### src/rtl/counter_arbiter.sv
// Round-robin time-slot arbiter that owns the clear of one shared 4-bit up-counter.
// Each grant clears the counter, runs it for L cycles, then emits a one-cycle done.
module counter_arbiter #(
    parameter int unsigned NREQ = 4
) (
    input  logic                clk_i,
    input  logic                clr_i,
    input  logic [NREQ-1:0]     req_i,
    input  logic [4*NREQ-1:0]   len_i,
    input  logic [3:0]          cnt_q_i,
    output logic                cnt_clr_o,
    output logic [NREQ-1:0]     gnt_o,
    output logic [NREQ-1:0]     done_o,
    output logic                busy_o
);

    localparam int unsigned     IdxW    = (NREQ > 1) ? $clog2(NREQ) : 1;
    localparam logic [NREQ-1:0] OneHot0 = NREQ'(1);
    localparam logic [IdxW-1:0] PtrRst  = IdxW'(NREQ - 1);

    typedef enum logic [1:0] {StIdle, StLoad, StRun, StDone} state_e;

    state_e            state_q, state_d;
    logic [NREQ-1:0]   gnt_q, gnt_d;
    logic [NREQ-1:0]   done_q, done_d;
    logic [IdxW-1:0]   idx_q, idx_d;
    logic [IdxW-1:0]   ptr_q, ptr_d;
    logic [3:0]        lm1_q, lm1_d;
    logic              cnt_clr_q, cnt_clr_d;
    logic              busy_q, busy_d;

    logic              pick_valid;
    logic [IdxW-1:0]   pick_idx;
    logic [IdxW-1:0]   cand;
    logic [3:0]        pick_len;
    logic [3:0]        pick_lm1;

    // Scan from the farthest candidate inward so the nearest one after ptr wins.
    always_comb begin
        pick_valid = 1'b0;
        pick_idx   = '0;
        cand       = '0;
        for (int unsigned k = NREQ; k >= 1; k--) begin
            cand = IdxW'((32'(ptr_q) + k) % NREQ);
            if (req_i[cand]) begin
                pick_valid = 1'b1;
                pick_idx   = cand;
            end
        end
    end

    always_comb begin
        pick_len = len_i[4*pick_idx +: 4];
        pick_lm1 = (pick_len == 4'd0) ? 4'd0 : pick_len - 4'd1;
    end

    always_comb begin
        state_d = state_q;
        gnt_d   = gnt_q;
        done_d  = '0;
        idx_d   = idx_q;
        ptr_d   = ptr_q;
        lm1_d   = lm1_q;
        unique case (state_q)
            StIdle: begin
                if (pick_valid) begin
                    state_d = StLoad;
                    idx_d   = pick_idx;
                    lm1_d   = pick_lm1;
                    gnt_d   = OneHot0 << pick_idx;
                end
            end
            StLoad: begin
                if (!req_i[idx_q]) begin
                    state_d = StIdle;
                    gnt_d   = '0;
                    ptr_d   = idx_q;
                end else begin
                    state_d = StRun;
                end
            end
            StRun: begin
                // Abort takes priority over a completion on the same edge.
                if (!req_i[idx_q]) begin
                    state_d = StIdle;
                    gnt_d   = '0;
                    ptr_d   = idx_q;
                end else if (cnt_q_i == lm1_q) begin
                    state_d = StDone;
                    gnt_d   = '0;
                    done_d  = OneHot0 << idx_q;
                    ptr_d   = idx_q;
                end
            end
            StDone: begin
                state_d = StIdle;
            end
            default: begin
                state_d = StIdle;
                gnt_d   = '0;
            end
        endcase
        cnt_clr_d = (state_d != StRun);
        busy_d    = (state_d != StIdle);
    end

    always_ff @(posedge clk_i) begin
        if (clr_i) begin
            state_q   <= StIdle;
            gnt_q     <= '0;
            done_q    <= '0;
            idx_q     <= '0;
            ptr_q     <= PtrRst;
            lm1_q     <= '0;
            cnt_clr_q <= 1'b1;
            busy_q    <= 1'b0;
        end else begin
            state_q   <= state_d;
            gnt_q     <= gnt_d;
            done_q    <= done_d;
            idx_q     <= idx_d;
            ptr_q     <= ptr_d;
            lm1_q     <= lm1_d;
            cnt_clr_q <= cnt_clr_d;
            busy_q    <= busy_d;
        end
    end

    assign gnt_o     = gnt_q;
    assign done_o    = done_q;
    assign cnt_clr_o = cnt_clr_q;
    assign busy_o    = busy_q;

endmodule

### config.mk
export PLATFORM = sky130hd
export DESIGN_NAME = counter_arbiter
export DESIGN_NICKNAME = d
export VERILOG_FILES = /design/src/rtl/counter_arbiter.sv
export SDC_FILE = /design/constraint.sdc
export NUM_CORES = 1
export LEC_CHECK = 0
export CAP_MARGIN = 20
export CORE_ASPECT_RATIO = 0.75
export CORE_MARGIN = 1.5
export CORE_UTILIZATION = 45
export DETAILED_ROUTE_END_ITERATION = 8
export GPL_TIMING_DRIVEN = 0
export PLACE_DENSITY = 0.85
export SETUP_SLACK_MARGIN = 0.4
export SLEW_MARGIN = 25
export SYNTH_ARGS = -nofsm -noshare
export SYNTH_HDL_FRONTEND = slang
export SYNTH_SLANG_ARGS = --single-unit
export TNS_END_PERCENT = 20
### constraint.sdc
create_clock -name clk_i -period 2.8 [get_ports clk_i]
set_input_delay 0.42 -clock clk_i [delete_from_list [all_inputs] [get_ports clk_i]]
set_output_delay 0.42 -clock clk_i [all_outputs]
set_load 0.05 [all_outputs]
Word level (Yosys, flattened, before mapping)
Cells that the tools add are included.
Word-level totals
  bits in registers: 20
  bits in latches: 0
  RAM bits: 0
  bits in read-only memories: 0
  input bits: 26
  output and inout port bits: 10
  word-level logic and storage cells: 74
  memories: 0
Cells by class
  add/sub/neg operators: 5
  multiply operators: 0
  divide/modulo/power cells: 0
  magnitude comparators: 5
  eq/ne operators: 8
  shift-type cells: 3
  multiplexer cells: 33
  bitwise logic cells: 3
  reductions and logical operators: 9
Operator list (count)
  $mux W2: 11
  $mux W4: 5
  $shiftx A16 B5 Y4: 1
  $lt A2 B3 Y1 const B: 5
  $pmux W4 S3: 1
  $bmux W1 S2: 5
  $mux W1: 9
  $pmux W2 S4: 1
  $shl A1 B2 Y4 const A: 2
  $ne A2 B2 Y1 const B: 3
  $add A2 B1 Y2 const B: 2
  $add A2 B2 Y2 const B: 2
  $eq A2 B2 Y1 const B: 2
  $eq A4 B4 Y1: 1
  $logic_not A4 Y1: 1
  $pmux W2 S2: 1
  $reduce_and A4 Y1: 1
  $reduce_bool A2 Y1: 2
  $reduce_or A4 Y1: 1
  $sub A4 B1 Y4 const B: 1
  $ne A3 B3 Y1 const B: 1
  $not A1 Y1: 3
  $reduce_and A3 Y1: 1
  $reduce_bool A3 Y1: 1
  3 further kinds: 3

Longest topological paths before layout
Gate-level depths: netlist of run 1.
  depth after elaboration: 10
  depth in mapped cells: 8
  mapped depth without buffers: 7

Least setup slack after synthesis of run 1
OpenSTA, ideal clock, no wires.
  path kind: input to register
  start point: input port req_i[2]
  end point: register lm1_q[0]
  setup time: 0.145 ns
  arrival time: 1.736 ns
  data required time: 2.655 ns
  path slack: 0.919 ns
  stages: 8
  buffers on the path: 1
  path through: nand2b_1 a21o_1 and3_2 buf_12 a21oi_1 a32oi_2 nor4_1 a2111oi_2
Between the ends
  cells in the longest elaborated chain, start to end: 9
  elaborated cells between the ends (all ways): 21
  classes of those cells: add/sub (1); shift (1); mux (17); reduce/logical (2)
Ends and longest elaborated chain
  start, declared: RTL line 8  | input logic [NREQ-1:0] req_i,
  $bmux W1 S2: RTL line 45  | if (req_i[cand]) begin
  $mux W1 (implied by the code): RTL line 45
  $mux W2 (4 in series): RTL line 45
  $shiftx A16 B5 Y4: RTL line 53  | pick_len = len_i[4*pick_idx +: 4];
  $sub A4 B1 Y4 / $logic_not A4 Y1 (equally long branches): RTL line 54  | pick_lm1 = (pick_len == 4'd0) ? 4'd0 : pick_len - 4'd1;
  $mux W4: RTL line 54
  end signal, assigned: RTL line 123  | lm1_q <= lm1_d;
  end, declared: RTL line 28  | logic [3:0] lm1_q, lm1_d;
Several ways; a longest one is shown, not always the timed one. The select of a mux whose other input is x is not followed.
A chain may end at the register's enable or synchronous reset.

Final worst setup path of run 1
  start point: input port req_i[1]
  end point: register lm1_q[1]
Same word-level chain as after synthesis.

==> results of run 1 <==
==> power by group through the flow <==
stage | clock network (uW) | registers (uW) | logic (uW)
after floorplan | 0 | 477 | 437
after CTS | 134 | 413 | 668
after detailed placement | 0 | 420 | 664
after global placement | 0 | 416 | 644
final | 129 | 414 | 685
after global routing | 143 | 427 | 745
==> per-stage QoR <==
step	std cells	instance area [um^2]	total power (uW)	hold slack [ps]
floorplan	139	1210	914	439
global placement	210	1610	1060	439
detailed placement	210	1610	1080	447
CTS	213	1630	1210	460
global route	214	1660	1310	493
finish	214	1660	1230	460
==> worst min-delay path by stage <==
stage,from,endpoint,depth (start not counted)
after floorplan,idx_q[0],done_o[2],1
after global placement,gnt_o[0],gnt_o[0],2
after detailed placement,gnt_o[3],gnt_o[3],2
after CTS,gnt_o[3],gnt_o[3],2
after global routing,gnt_o[2],gnt_o[2],2
final,gnt_o[3],gnt_o[3],2
==> cell families (layout without fill, tap and decap cells) <==
| logic type | Yosys count | after routing |
|---|---|---|
| mux | 11 | 11 |
| buf+inv | 8 | 47 |
| compound gates | 33 | 33 |
| flops | 20 | 20 |
| xor+xnor | 4 | 4 |
| simple gates | 58 | 58 |
| fa+ha+maj | 5 | 5 |
==> routing by layer <==
metal | share of wire [%] | vias to the layer above | track usage (%)
met5 | 0 | - | 0
met4 | 2.9 | 0 | 10.7
met3 | 4.3 | 10 | 1.41
met1 | 47 | 497 | 21.0
li1 | - | 580 | -
met2 | 45 | 39 | 31.3
==> tightest hold or removal path, cell delays in order, from the launching register on <==
cell	delay [ps]
dfxtp_1	320
nand2_1	50
a21oi_1	50
==> timing repair <==
action                                  4_1_cts  5_1_grt
buffers inserted                              0        1
endpoints found under the setup margin        0        1
resized for setup                             0        4
==> cell usage after synthesis, drive strengths merged (2+ instances only) <==
master,n,area (um^2)
buf,2,25.0
inv,5,18.8
o22ai,3,18.8
mux2i,9,90.1
or4,2,15.0
a211oi,3,22.5
ha,5,62.6
nor2,20,75.1
and3,2,13.8
nand2,18,72.6
a21oi,12,60.1
or4b,2,20.0
a211o,2,17.5
dfxtp,20,400
xor2,4,35.0
nand2b,3,18.8
a32oi,2,32.5
nor4,3,33.8
a21o,2,15.0
nor2b,3,21.3
o211ai,2,15.0
o21ai,5,28.8
==> state kept, by name, indices dropped and copies added (netlist names) <==
signal / count
busy_o: 1
gnt_o: 4
idx_q: 2
cnt_clr_o: 1
ptr_q: 2
done_o: 4
lm1_q: 4
state_q: 2
==> area by class of cell <==
class / count / area, um^2 / area share (%)
buffer: 3 / 28.8 / 1.74
tap: 36 / 45.0 / 2.72
clock buffer: 3 / 22.5 / 1.36
inverter: 5 / 18.8 / 1.13
multi-input combinational: 111 / 779 / 47.1
timing repair buffer: 36 / 360 / 21.8
sequential: 20 / 400 / 24.2
==> metrics.md, run 1 <==
| Metric | Value |
|---|---|
| Status | finished, final reports clean |
| Reg-to-reg startpoint | idx_q[1] |
| Post-place setup slack | ~200 ps |
| Antenna violations before repair | 0 |
| Pin count of the biggest net entering global routing | 11 |
| R2r worst-path depth | 5 |
| Simple-Gate Fraction of Synth Area | about a quarter |
| First-pass GRT wire length | 4040 um |
| Share of cells above drive strength 1 | between 10% and 20% |
| Adder-cell area share of the yosys netlist | 5.16% |
| Layout area overhead | 36.5% |
| Iteration-0 DRC Markers | 28 |
| Clock root buffer | clkbuf_4 |
| Multiplexer area fraction after synthesis | about a tenth |
| Vias in the first global route | around 960 |
| NetSw | 520 uW |
| Slew margin rel. | ~47% |
| Worst Tran Pin Value | 782 ps |
| All-layer global routing usage | between 10% and 20% |
| Number of distinct library cells after synthesis | 39 |
| # DRC | 0 |
| Critical path's most frequent cell | mux2i_1 |
| Fin crit period | 2250 ps |
| Critical Path Start Type | input port |
| Stages on worst setup path | 10 |
| Kind of critical path | input port to flip-flop |
| Slowest cell on crit path | clkdlybuf4s50_1 |
| Cts-stage hold buffer count | 0 |
| Fmax | 0.445 GHz |
| Worst Path Buf+Inv | 3 |
| CP Cell Sequence | clkdlybuf4s50_1, nand2b_1, a21o_1, and3_2, buf_12, mux2i_1, mux2i_1, buf_4, a21oi_1, a211oi_1 |
| Antenna viol nets, final | 0 |
| Final HPWL DP | approximately 2100 um |
| Clock Skew | around 1.4 ps |
| RSZ-0062 raised after global routing | no |
| H-Tree Depth | 1 |
| Worst-path clk slew | about 100 ps |
| Max capacitance violation total | 0 |
| Number of synthesis warnings | 0 |
| Worst Setup EP | lm1_q[1] |
| FILL cells | 220 |
| Overflow after GRT | 0 |
| Initial core utilization | 46.9% |
| Final setup violation count | 0 |
| Crit Reg-Reg Endpoint | gnt_o[1] |
| WL per Instance | 12.3 um |
| Post-route setup slack | about 550 ps |
| Combinational share of power | a little under three fifths |
| Flop2flop setup slack | around 800 ps |
| Syn nets | 170 |
| Inserted Diodes | 0 |
| Post-Synth XOR/XNOR Area | 2.89% |
| Largest family of logic cells by synthesized area | simple AND/OR/NAND/NOR gates |
| Placeable Area | 2580 um^2 |
| GPL Wtd Cong | approximately 0.77 |
| Total CTS buffers | 3 |
| Cell Rows | 16 |
| Critical Path Fanout Max | 10 |
| Via count | about 1.1k |
| Die area | about 3000 um^2 |
| PortBufs | 35 |
| Int Power | 708 uW |
| CP endpoint kind | flip-flop |
| Sequential share of the synthesized area | about a third |
| Post-synth top flop | dfxtp_1 |
| Delay-heaviest family, CP | buffers and inverters |
| Setup TNS | 0 ps |
| Width of the die | approximately 63 um |
| Cells after Synth | 139 |
| Req. time, crit path | 3020 ps |
| Routed WL | roughly 2600 um |
| Synth Register Bits | 20 |
| Clock Latency Late Sink | about 290 ps |
| Largest stage delay on the critical path | approximately 570 ps |
| Most frequent cells in the layout | clkdlybuf4s50_1 (34), nor2_1 (20), dfxtp_1 (20), nand2_1 (16), a21oi_1 (12) |
| Crit path DAT | ~2500 ps |
| Crit path launch | req_i[1] |
| Synthesized area per cell | 8.72 um^2 |
| Final Hold Vio Count | 0 |
| FFs w/ async S/R, synth | 0% |
| Post-layout net count | 211 |
| Commonest non-fill, non-tap cell in the layout | clkdlybuf4s50_1 |
| Slew Limit Fails | 0 |
| Vias/cell | ~5.3 |
| Flop pwr share | about a third |
| CTS sink cnt | 20 |
| Chip Height | roughly 48 um |
| Static Leak | between 0.0006 and 0.0007 uW |
| Maximum vdd drop | around 0.25 mV |
| Final period utilization | roughly four fifths |
| Compound-Gate Fraction of Synth Area | between 10% and 20% |
| Ports | 36 |
| Clk pwr share | a little over a tenth |
| Layout Utilization | between 60 and 70% |
| Cell Area, Synth | 1210 um^2 |
| Tightest Hold Check Type | flip-flop to flip-flop |
| PwrDens | approximately 740 nW/um^2 |
| Number of flops mapped to enable cells by yosys | 0 |
| Largest buffer count on any clock path | 2 |
| Drt first pass iters | 4 |
| TritonCTS clock tree | yes |
| Switching Share | 42.4% |
No activity file was read; power rests on OpenSTA's default activity.
==> run 2: changes to the inputs <==
==> constraint.sdc (replaced) <==
create_clock -name clk_i -period 2.2 [get_ports clk_i]
set_input_delay 0.33 -clock clk_i [delete_from_list [all_inputs] [get_ports clk_i]]
set_output_delay 0.33 -clock clk_i [all_outputs]
set_load 0.05 [all_outputs]
==> run 2 against run 1 <==
  * Cell count increased by 4.2%
  * Non-clock buffer count rose by 9
  * Core utilization up 6.7 points
  * Sequential share of layout area is 1.9 points lower
  * Setup slack got worse by 300 ps
  * Combinational power rose by 58%
  * Hold slack improved by 12 ps
  * Final area increased by 10%
  * Die area did not move
  * Clock power is 31% higher
  * Clock skew up 2.8 ps
  * Flip-flop and latch count did not move
  * Critical endpoint is now lm1_q[2]
  * Largest cell class unchanged
==> metrics.md, run 2 (same netlist as run 1, synthesis figures left out) <==
| Metric | Value |
|---|---|
| Status | finished, final reports clean |
| Antenna violations before repair | 0 |
| Vias in the first global route | between 1k and 1.5k |
| WL per Instance | about 14 um |
| Chip Height | between 40 and 50 um |
| Flop pwr share | a little under a third |
| Worst Tran Pin Value | about 510 ps |
| Fin crit period | roughly 2000 ps |
| Combinational share of power | 59.9% |
| Share of cells above drive strength 1 | between 20% and 30% |
| H-Tree Depth | 1 |
| Design Power | about 1800 uW |
| Commonest non-fill, non-tap cell in the layout | clkdlybuf4s50_1 |
| Drt first pass iters | 4 |
| Flop2flop setup slack | ~250 ps |
| RSZ-0062 raised after global routing | yes |
| Overflow after GRT | 0 |
| Layout area overhead | 50.8% |
| Final period utilization | about nine tenths |
| Clock Latency Late Sink | ~290 ps |
| Clock root buffer | clkbuf_4 |
| Pin count of the biggest net entering global routing | 11 |
| Kind of critical path | flip-flop to flip-flop |
| Final setup violation count | 0 |
| Hold path cells | 2 |
| Hold endpoint | gnt_o[0] |
| Routed WL | between 3000 and 4000 um |
| Delay-heaviest family, CP | compound AO/OA/AOI/OAI gates |
| Largest stage delay on the critical path | around 370 ps |
| Maximum vdd drop | between 0.4 and 0.5 mV |
| Largest buffer count on any clock path | 2 |
| Via count | 1240 |
| Antenna viol nets, final | 0 |
| Static Leak | 0.000735 uW |
| First-pass GRT wire length | between 4000 and 5000 um |
| Post-route setup slack | ~250 ps |
| Clk pwr share | 9.4% |
| Tightest Hold Check Type | flip-flop to flip-flop |
| Final HPWL DP | around 2200 um |
| Storage cell area | approximately 410 um^2 |
| Critical Path Start Type | flip-flop |
| Slowest cell on crit path | dfxtp_2 |
| Die area | just over 3000 um^2 |
| GPL Wtd Cong | 0.782 |
| CP Cell Sequence | and2b_1, nor2_1, a21o_1, buf_6, mux2i_2, mux2_2, a21oi_1, a211oi_1 |
| Final Hold Vio Count | 0 |
| Total CTS buffers | 3 |
| R2r worst-path depth | 8 |
| Worst-path clk slew | roughly 110 ps |
| Int Power | 1030 uW |
| All-layer global routing usage | roughly 20% |
| Width of the die | 62.9 um |
| Iteration-0 DRC Markers | 59 |
| Clock Skew | about 4.2 ps |
| Hold path startpoint | gnt_o[0] |
| PortBufs | 35 |
| FILL cells | ~200 |
| Critical Path Fanout Max | 10 |
| Slew margin rel. | 65.5% |
| Cell Rows | 16 |
| Ports | 36 |
| Crit path DAT | 2160 ps |
| Most frequent cells in the layout | clkdlybuf4s50_1 (27), nor2_1 (20), nand2_1 (15), dfxtp_1 (14) |
| Layout Utilization | a little over two thirds |
| Fmax | slightly above 0.5 GHz |
| Inserted Diodes | 0 |
| Req. time, crit path | between 2000 and 2500 ps |
| CP endpoint kind | flip-flop |
| Reg-to-reg startpoint | ptr_q[0] |
| Worst Path Buf+Inv | 1 |
| # DRC | 0 |
| PwrDens | about 1000 nW/um^2 |
| Max capacitance violation total | 0 |
| Post-layout net count | 220 |
| Placeable Area | 2580 um^2 |
| Initial core utilization | between 40% and 50% |
| Multi-input gate area | slightly below 900 um^2 |
| NetSw | approximately 770 uW |
| Post-place setup slack | -312 ps |
| Slew Limit Fails | 0 |
| Switching Share | 42.6% |
| TritonCTS clock tree | yes |
| Crit Reg-Reg Endpoint | lm1_q[2] |
| CTS sink cnt | 20 |
| Vias/cell | around 5.6 |
==> run 2: what timing repair did <==
item | 4_1_cts | 5_1_grt
hold buffers | 0 | 0
setup endpoints to repair | 15 | 14
buffers inserted | 4 | 6
gates resized for setup | 20 | 17
endpoints found under the hold margin | 0 | 0
pin swaps | 10 | 15
==> run 2: worst reg2reg max path, delay by kind of cell (launching register included) <==
kind                   cells  cell delay (ps)
AO/OA/AOI/OAI              3              550
buffers and inverters      1              200
flip-flops                 1              370
multiplexers               2              440
AND/OR/NAND/NOR            2              320
==> run 2: worst max path at each step <==
stage / start / to / slack [ps] / depth (start not counted)
2_1_floorplan: req_i[2] / lm1_q[0] / 410 / 8
3_3_place_gp: req_i[2] / lm1_q[0] / -190 / 9
3_5_place_dp: req_i[3] / lm1_q[0] / -310 / 8
4_1_cts: lm1_q[2] / gnt_o[0] / 300 / 7
5_1_grt: ptr_q[0] / lm1_q[0] / 140 / 7
6_report: ptr_q[0] / lm1_q[2] / 250 / 8
==> run 2: routing by layer <==
metal / vias to the layer above / GRT usage (%) / wire, um
met5: - / 0 / 0
met4: 0 / 10.7 / 36
met3: 4 / 2.12 / 121
met2: 44 / 37.0 / 1620
met1: 597 / 23.4 / 1420
li1: 595 / - / -
==> run 2: power by group through the flow <==
stage | registers, uW | logic, uW | clock network, uW
after floorplan | 608 | 557 | 0
after global placement | 531 | 821 | 0
after detailed placement | 538 | 853 | 0
after CTS | 544 | 921 | 171
after global routing | 567 | 1160 | 185
final | 553 | 1080 | 169
==> run 2: per-stage QoR <==
step                TNS, ps  instances  hold WS, ps  cell area (um^2)
floorplan                 0        139          399              1210
global placement       -974        210          439              1600
detailed placement    -1730        210          458              1600
CTS                       0        217          475              1700
global route              0        223          495              1830
finish                    0        223          472              1830
==> run 2: cell type report <==
class,instances,share of cell area (%)
well taps,36,2.46
inverters,5,1.03
multi-input cells,111,48.0
repair buffers,45,23.0
clock buffers,3,1.23
plain buffers,3,1.92
flip-flops and latches,20,22.3
==> run 3: changes to the inputs <==
--- a/config.mk
+++ b/config.mk
@@ -8,10 +8,10 @@
 export CAP_MARGIN = 20
 export CORE_ASPECT_RATIO = 0.75
 export CORE_MARGIN = 1.5
-export CORE_UTILIZATION = 45
+export CORE_UTILIZATION = 46
 export DETAILED_ROUTE_END_ITERATION = 8
 export GPL_TIMING_DRIVEN = 0
-export PLACE_DENSITY = 0.85
+export PLACE_DENSITY = 0.86
 export SETUP_SLACK_MARGIN = 0.4
 export SLEW_MARGIN = 25
 export SYNTH_ARGS = -nofsm -noshare
==> run 3 against run 2 <==
  * Non-clock buffer count up 2
  * Critical path depth fell by 1
  * Hold slack worse by 8.3 ps
  * Fmax increased by 0.54%
  * First-iteration DRC count increased by 22%
  * Wire length increased by 9.4%
  * Flip-flop and latch count did not move
  * Global-route usage grew 3.0 points
  * Sequential share of layout area is 0.38 points lower
  * Count of clock-buffer cells in the layout did not move
  * Critical path type unchanged
  * Combinational power grew 6%
  * Core utilization rose by 6.4 points
==> metrics.md, run 3 (same netlist as run 1, synthesis figures left out) <==
| Metric | Value |
|---|---|
| Cts-stage hold buffer count | 0 |
| Worst Tran Pin Value | just over 600 ps |
| WL per Instance | between 15 and 20 um |
| Total CTS buffers | 3 |
| Slew margin rel. | around 59% |
| Final Instance Count excl. Fillers | roughly 220 |
| FILL cells | between 150 and 200 |
| Hold slack | 464 ps |
| Overflow after GRT | 0 |
| # DRC | 0 |
| Placed inst area | about 1600 um^2 |
| Vias/cell | between 5 and 6 |
| Clock root buffer | clkbuf_4 |
| Initial core utilization | between 50% and 60% |
| Int Power | ~1100 uW |
| Drt first pass iters | 4 |
| RSZ-0062 raised after global routing | yes |
| Met1 Usage GRT | around a quarter |
| Share of cells above drive strength 1 | between 20% and 30% |
| Antenna violations before repair | 0 |
| Width of the die | between 60 and 70 um |
| Cell Rows | 15 |
| Tightest Hold Check Type | flip-flop to flip-flop |
| Final period utilization | slightly below 90% |
| PortBufs | 35 |
| Slew Limit Fails | 0 |
| M2 GR Usage | a little under half |
| Global route hottest layer | met2 |
| Status | finished, final reports clean |
| Final Hold Vio Count | 0 |
| Critical Path Start Type | flip-flop |
| Die area | between 2000 and 3000 um^2 |
| Layout area overhead | 52.9% |
| Routed WL | approximately 3500 um |
| Vias in the first global route | 1192 |
| PwrDens | a little over 1000 nW/um^2 |
| Layout Utilization | 77.2% |
| TritonCTS clock tree | yes |
| Maximum vdd drop | 0.476 mV |
| Critical Path Fanout Max | 6 |
| Fmax | a little over 0.5 GHz |
| Final setup violation count | 0 |
| Placed insts | around 210 |
| Ports | 36 |
| Final HPWL DP | 2380 um |
| Antenna viol nets, final | 0 |
| Clk pwr share | 9.1% |
| Clock Latency Late Sink | around 300 ps |
| Iteration-0 DRC Markers | 72 |
| Met3 track utilization from global routing | under 10% |
| Largest buffer count on any clock path | 2 |
| Placeable Area | approximately 2400 um^2 |
| Pin count of the biggest net entering global routing | 11 |
| Flop pwr share | approximately 30% |
| Inserted Diodes | 0 |
| Static Leak | roughly 0.00075 uW |
| GPL Wtd Cong | 0.801 |
| Kind of critical path | flip-flop to flip-flop |
| Worst-path clk slew | 110 ps |
| CTS sink cnt | 20 |
| H-Tree Depth | 1 |
| CP endpoint kind | flip-flop |
| NetSw | about 810 uW |
| Most frequent cells in the layout | clkdlybuf4s50_1 (27), nor2_1 (20), nand2_1 (15), dfxtp_1 (15), buf_4 (11) |
| Storage cell area | ~410 um^2 |
| Post-layout net count | 222 |
| Commonest non-fill, non-tap cell in the layout | clkdlybuf4s50_1 |
| Req. time, crit path | 2440 ps |
| Combinational share of power | between 60 and 70% |
| Switching Share | a little over two fifths |
| All-layer global routing usage | 22.6% |
| Crit path DAT | 2180 ps |
| First-pass GRT wire length | between 5000 and 6000 um |
| Multi-input gate area | between 800 and 900 um^2 |
| Max capacitance violation total | 0 |
| Via count | approximately 1.3k |
| Clock Skew | slightly below 5 ps |
| Chip Height | around 47 um |
| Fin area | 1850 um^2 |
| Fin crit period | around 1900 ps |
==> run 3: cell count changes in the layout (fill, tap and decap cells not counted), moves of 2 or more <==
| cell | delta |
|---|---|
| a211oi_2 | +2 |
| a21oi_2 | +3 |
| a211oi_1 | -2 |
| a21oi_1 | -2 |
==> run 3: timing repair <==
item	in CTS	in global routing
pin swaps	11	13
setup endpoints to repair	16	17
hold endpoints to repair	0	0
resized for setup	24	19
buffers inserted	9	3
==> run 3: per-layer routing <==
| metal | share of wire, % | vias to the layer above |
|---|---|---|
| met4 | 1.2 | 0 |
| met2 | 53 | 46 |
| li1 | - | 602 |
| met1 | 41 | 618 |
| met5 | 0 | - |
| met3 | 5.5 | 5 |
==> run 3: path summary, 6_finish.rpt <==
path                 start  endpoint  slack (ps)  depth (start not counted)
setup / recovery  lm1_q[0]  gnt_o[1]         260                          7
hold / removal    gnt_o[0]  gnt_o[0]         460                          2
setup reg to reg  lm1_q[0]  gnt_o[1]         260                          7
hold reg to reg   gnt_o[0]  gnt_o[0]         460                          2
==> run 3: critical path, stage by stage, from the launching register on <==
cell     delay, ps
dfxtp_1        360
xor2_2         200
nor4_4         340
nor2b_2         80
o21ai_2        130
nand2_2        110
or4b_4         540
a21oi_2        130
==> run 3: stage by stage <==
step | worst slack (ps) | setup TNS (ps) | power, uW
after floorplan | 409 | 0 | 1170
after global placement | -243 | -1010 | 1360
after detailed placement | -306 | -1580 | 1400
after CTS | 315 | 0 | 1720
after global routing | 204 | 0 | 1970
final | 259 | 0 | 1870
==> run 3: final cells by class <==
class / count / area share, %
inverters: 5 / 1.01
repair buffers: 47 / 23.7
flip-flops and latches: 20 / 21.9
well taps: 34 / 2.29
plain buffers: 3 / 1.89
clock buffers: 3 / 1.21
multi-input cells: 111 / 48.0
==> run 3: power by group through the flow <==
| stage | clock network, uW | registers (uW) | logic, uW |
|---|---|---|---|
| finish | 171 | 552 | 1150 |
| global route | 190 | 563 | 1210 |
| CTS | 173 | 545 | 1000 |
| detailed placement | 0 | 539 | 862 |
| global placement | 0 | 530 | 826 |
| floorplan | 0 | 608 | 557 |
==> variant 1 (flow settings as in run 2) <==
`NREQ`: 4 -> 2.
--- a/src/rtl/counter_arbiter.sv
+++ b/src/rtl/counter_arbiter.sv
@@ -1,7 +1,7 @@
 // Round-robin time-slot arbiter that owns the clear of one shared 4-bit up-counter.
 // Each grant clears the counter, runs it for L cycles, then emits a one-cycle done.
 module counter_arbiter #(
-    parameter int unsigned NREQ = 4
+    parameter int unsigned NREQ = 2
 ) (
     input  logic                clk_i,
     input  logic                clr_i,
Ports: changed (resized done_o, gnt_o, len_i and req_i); port bits go from 36 to 22. The function was not compared with the original's and may differ.
==> variant 1 against run 2 <==
Power decreased by 59%; clock power grew 12%; worst setup slack gained 0.19 ns; global-route usage rose by 1.5 points; design area shrank 37%; sequential cell count shrank 6; area after synthesis is 31% lower; routed wire length decreased by 40%; largest cell class unchanged; critical path depth down 7.
==> variant 1: results (changes against run 2) <==
Status: complete, no violations (unchanged)
R2R cell count: 5 (was 8)
Cell family with most CP delay: buffers and inverters (was compound AO/OA/AOI/OAI gates)
Fin Clk Skew: 0.004616 ns (was 0.004165 ns)
Initial DRC Count: 7 (was 59)
Post-synth net total: 111 (was 170)
Placer Congestion: 0.8440 (was 0.7824)
Top post-synthesis cells by area: dfxtp_1, ha_1, nor2_1 (was dfxtp_1, mux2i_1, nor2_1)
Dpl hpwl: 1471 um (was 2235 um)
Crit path max fanout: 2 (was 10)
Fill cells: 158 (was 199)
Distinct cell type count after synthesis: 35 (was 39)
Critical path's slowest cell: clkdlybuf4s50_1 (was dfxtp_2)
Hold Crit Start: lm1_q[0] (was gnt_o[0])
Leakage: 0.4476 nW (was 0.7345 nW)
GR Util met1: 24.55% (was 23.36%)
Grt met2 use: 39.38% (was 37.02%)
Worst Path Arrival: 1.43 ns (was 2.16 ns)
Vias: 798 (was 1240)
R2R Setup Slk: 0.46 ns (was 0.25 ns)
Met3 Track Usage GR: 5.597% (was 2.118%)
Setup Buffers After CTS: 2 (was 4)
Worst ir drop on vdd: 0.0004688 V (was 0.0004488 V)
Nets: 141 (was 220)
GRT Util Overall: 21.17% (was 19.67%)
Sequential area share after synthesis: 33.63% (was 33.02%)
variant 1: changes by cell type after synthesis, sizes merged, moves of 4 or more:
| cell | change |
|---|---|
| dfxtp | -6 |
| xor2 | -4 |
| mux2i | -5 |
| a21oi | -6 |
| xnor2 | +4 |
| nand2 | -14 |
| nor2 | -6 |
variant 1: per-stage QoR:
step / setup TNS [ns] / setup slack [ns] / hold WS [ns] / area (um^2) / std cells
CTS: 0 / 0.3740 / 0.4823 / 1120 / 139
global route: 0 / 0.3959 / 0.5147 / 1151 / 141
global placement: -0.2837 / -0.1445 / 0.4543 / 1071 / 133
floorplan: 0 / 0.4774 / 0.4075 / 833.3 / 90
finish: 0 / 0.4379 / 0.4835 / 1151 / 141
detailed placement: -0.3457 / -0.1688 / 0.4694 / 1071 / 133
variant 1: logic make-up (layout without fill, tap and decap cells):
kind of cell,count (synthesis),count (layout),share of synthesized area (%)
flip-flops,14,14,33.63
AO/OA/AOI/OAI,24,24,22.52
buffers and inverters,5,34,3.153
adder cells (fa/ha/maj),5,5,7.508
XOR/XNOR,4,4,4.204
multiplexers,8,8,10.66
AND/OR/NAND/NOR,30,30,18.32
variant 1: power by group:
group	internal [W]	total [W]	switching [W]
Clock	0.000101	0.000189	0.0000879
Sequential	0.000279	0.000298	0.0000188
Combinational	0.000125	0.000256	0.000132
Total	0.000505	0.000743	0.000238
variant 1: final cells by class:
class                      count  area share (%)
clock buffer                   4           3.152
multi-input combinational     71           46.85
sequential                    14           24.67
tap                           22           2.391
buffer                         2           1.304
timing repair buffer          25           20.65
inverter                       3          0.9783
variant 1: tightest hold or removal path, cell delays in order, from the launching register on:
cell	delay [ns]
dfxtp_1	0.33
nand2_1	0.06
a21oi_1	0.05
==> variant 2 (settings of run 2) <==
Made on the original files. Re-encode `state_e` (4 states) as Gray code, 2 bits wide.
--- a/src/rtl/counter_arbiter.sv
+++ b/src/rtl/counter_arbiter.sv
@@ -18,7 +18,7 @@
     localparam logic [NREQ-1:0] OneHot0 = NREQ'(1);
     localparam logic [IdxW-1:0] PtrRst  = IdxW'(NREQ - 1);
 
-    typedef enum logic [1:0] {StIdle, StLoad, StRun, StDone} state_e;
+    typedef enum logic [1:0] {StIdle = 2'b00, StLoad = 2'b01, StRun = 2'b11, StDone = 2'b10} state_e;
 
     state_e            state_q, state_d;
     logic [NREQ-1:0]   gnt_q, gnt_d;
Function: same outputs for any inputs over 10 cycles, from zero or initial values; not proved beyond that.
==> variant 2 against run 2 <==
Area after synthesis is 14% lower; design area fell by 11%; worst setup slack got worse by 0.17 ns; sequential cell count unchanged; maximum frequency fell by 8.2%; cell count fell by 18%; critical path depth increased by 2; largest cell class unchanged; utilization increased by 6.3 points; routed wire length decreased by 2.6%; sequential share of layout area grew 2.9 points; via count shrank 11%.
Power is not compared: it rests on default switching activity, and its combinational part moved more than twofold at a synthesized area within 25%.
==> variant 2: results (changes against run 2) <==
GRT Util Overall: 22.97% (was 19.67%)
Top post-synthesis cells by area: dfxtp_1, mux2i_1, nor2_1 (unchanged)
CTS Root Cell: clkbuf_4 (unchanged)
Vias in the first global route: 987 (was 1089)
WL final: 3112 um (was 3194 um)
Fill cells: 131 (was 199)
Placer Congestion: 0.8174 (was 0.7824)
Dpl ws: -0.5742 ns (was -0.3119 ns)
Sequential area share after synthesis: 38.32% (was 33.02%)
Fin Clk Skew: 0.01201 ns (was 0.004165 ns)
N_diodes: 0 (unchanged)
Vias per Instance: 6.005 (was 5.561)
I/O Buffers: 34 (was 35)
Cell family with most CP delay: compound AO/OA/AOI/OAI gates (unchanged)
Distinct cell type count after synthesis: 37 (was 39)
WL per Instance: 17.01 um (was 14.32 um)
Dpl hpwl: 1929 um (was 2235 um)
Placed Cells: 171 (was 210)
Post-synth net total: 139 (was 170)
Leakage: 0.6376 nW
Initial DRC Count: 60 (was 59)
Hold/Removal Path Class: flip-flop to flip-flop (unchanged)
R2R cell count: 7 (was 8)
H-tree depth: 1 (unchanged)
Worst ir drop on vdd: 0.0003980 V
Critical path's slowest cell: a311oi_4 (was dfxtp_2)
Leading cell types by count after synthesis: dfxtp_1, nor2_1, mux2i_1, a21oi_1, nand2_1 (was dfxtp_1, nor2_1, nand2_1, a21oi_1, mux2i_1)
Share of cells above drive strength 1: 24.53% (was 24.60%)
Nets: 186 (was 220)
Largest net degree at the start of global routing: 12 (was 11)
Worst Path Arrival: 2.29 ns (was 2.16 ns)
Global-route wire length before repair: 4485 um (was 4616 um)
Status: complete, no violations (unchanged)
Cells after Synth: 113 (was 139)
CP peak stage delay: 0.35 ns (was 0.37 ns)
Crit path max fanout: 7 (was 10)
Worst-margin pin slew: 0.7666 ns (was 0.5138 ns)
Hold Path Stages: 1 (was 2)
variant 2: logic make-up after synthesis:
kind of cell	share of synthesized area (%)
compound gates	17.25
xor+xnor	3.354
buf+inv	3.592
flops	38.32
mux	17.37
simple gates	20.12
variant 2: timing repair:
action	4_1_cts	5_1_grt
setup buffers	6	1
gates resized for setup	25	19
gates cloned	1	0
pin swaps	4	1
hold buffers	0	0
setup endpoints to repair	10	16
variant 2: per-stage QoR:
step	instance area, um^2	utilization (%)
3_3_place_gp	1415	67.32
3_5_place_dp	1415	67.32
4_1_cts	1553	73.87
2_1_floorplan	1045	-
6_report	1620	77.08
5_1_grt	1620	77.08
variant 2: worst paths after layout:
path              slack [ns]  startpoint   endpoint
setup / recovery        0.08    req_i[1]   lm1_q[0]
hold / removal          0.47    idx_q[0]  done_o[2]
setup reg to reg        0.12    ptr_q[0]   lm1_q[2]
hold reg to reg         0.47    idx_q[0]  done_o[2]
variant 2: final cells by class:
type | count | area, um^2 | area share (%)
Buffer | 5 | 31.28 | 1.931
Clock buffer | 4 | 36.28 | 2.239
Inverter | 3 | 11.26 | 0.6950
Multi-Input combinational cell | 85 | 709.4 | 43.78
Sequential cell | 20 | 409.1 | 25.25
Tap cell | 24 | 30.03 | 1.853
Timing Repair Buffer | 42 | 392.9 | 24.25
variant 2: metal layers:
metal,track usage (%),routed length [um],vias up
li1,-,-,505
met1,27.90,1308,545
met3,5.158,188,0
met5,0,0,-
met2,42.70,1614,49
met4,4.091,0,0
variant 2: power breakdown:
part	switching (W)	total (W)	internal, W
registers	0.0000451	0.000449	0.000404
logic	0.000240	0.000475	0.000236
clock network	0.000107	0.000208	0.000101
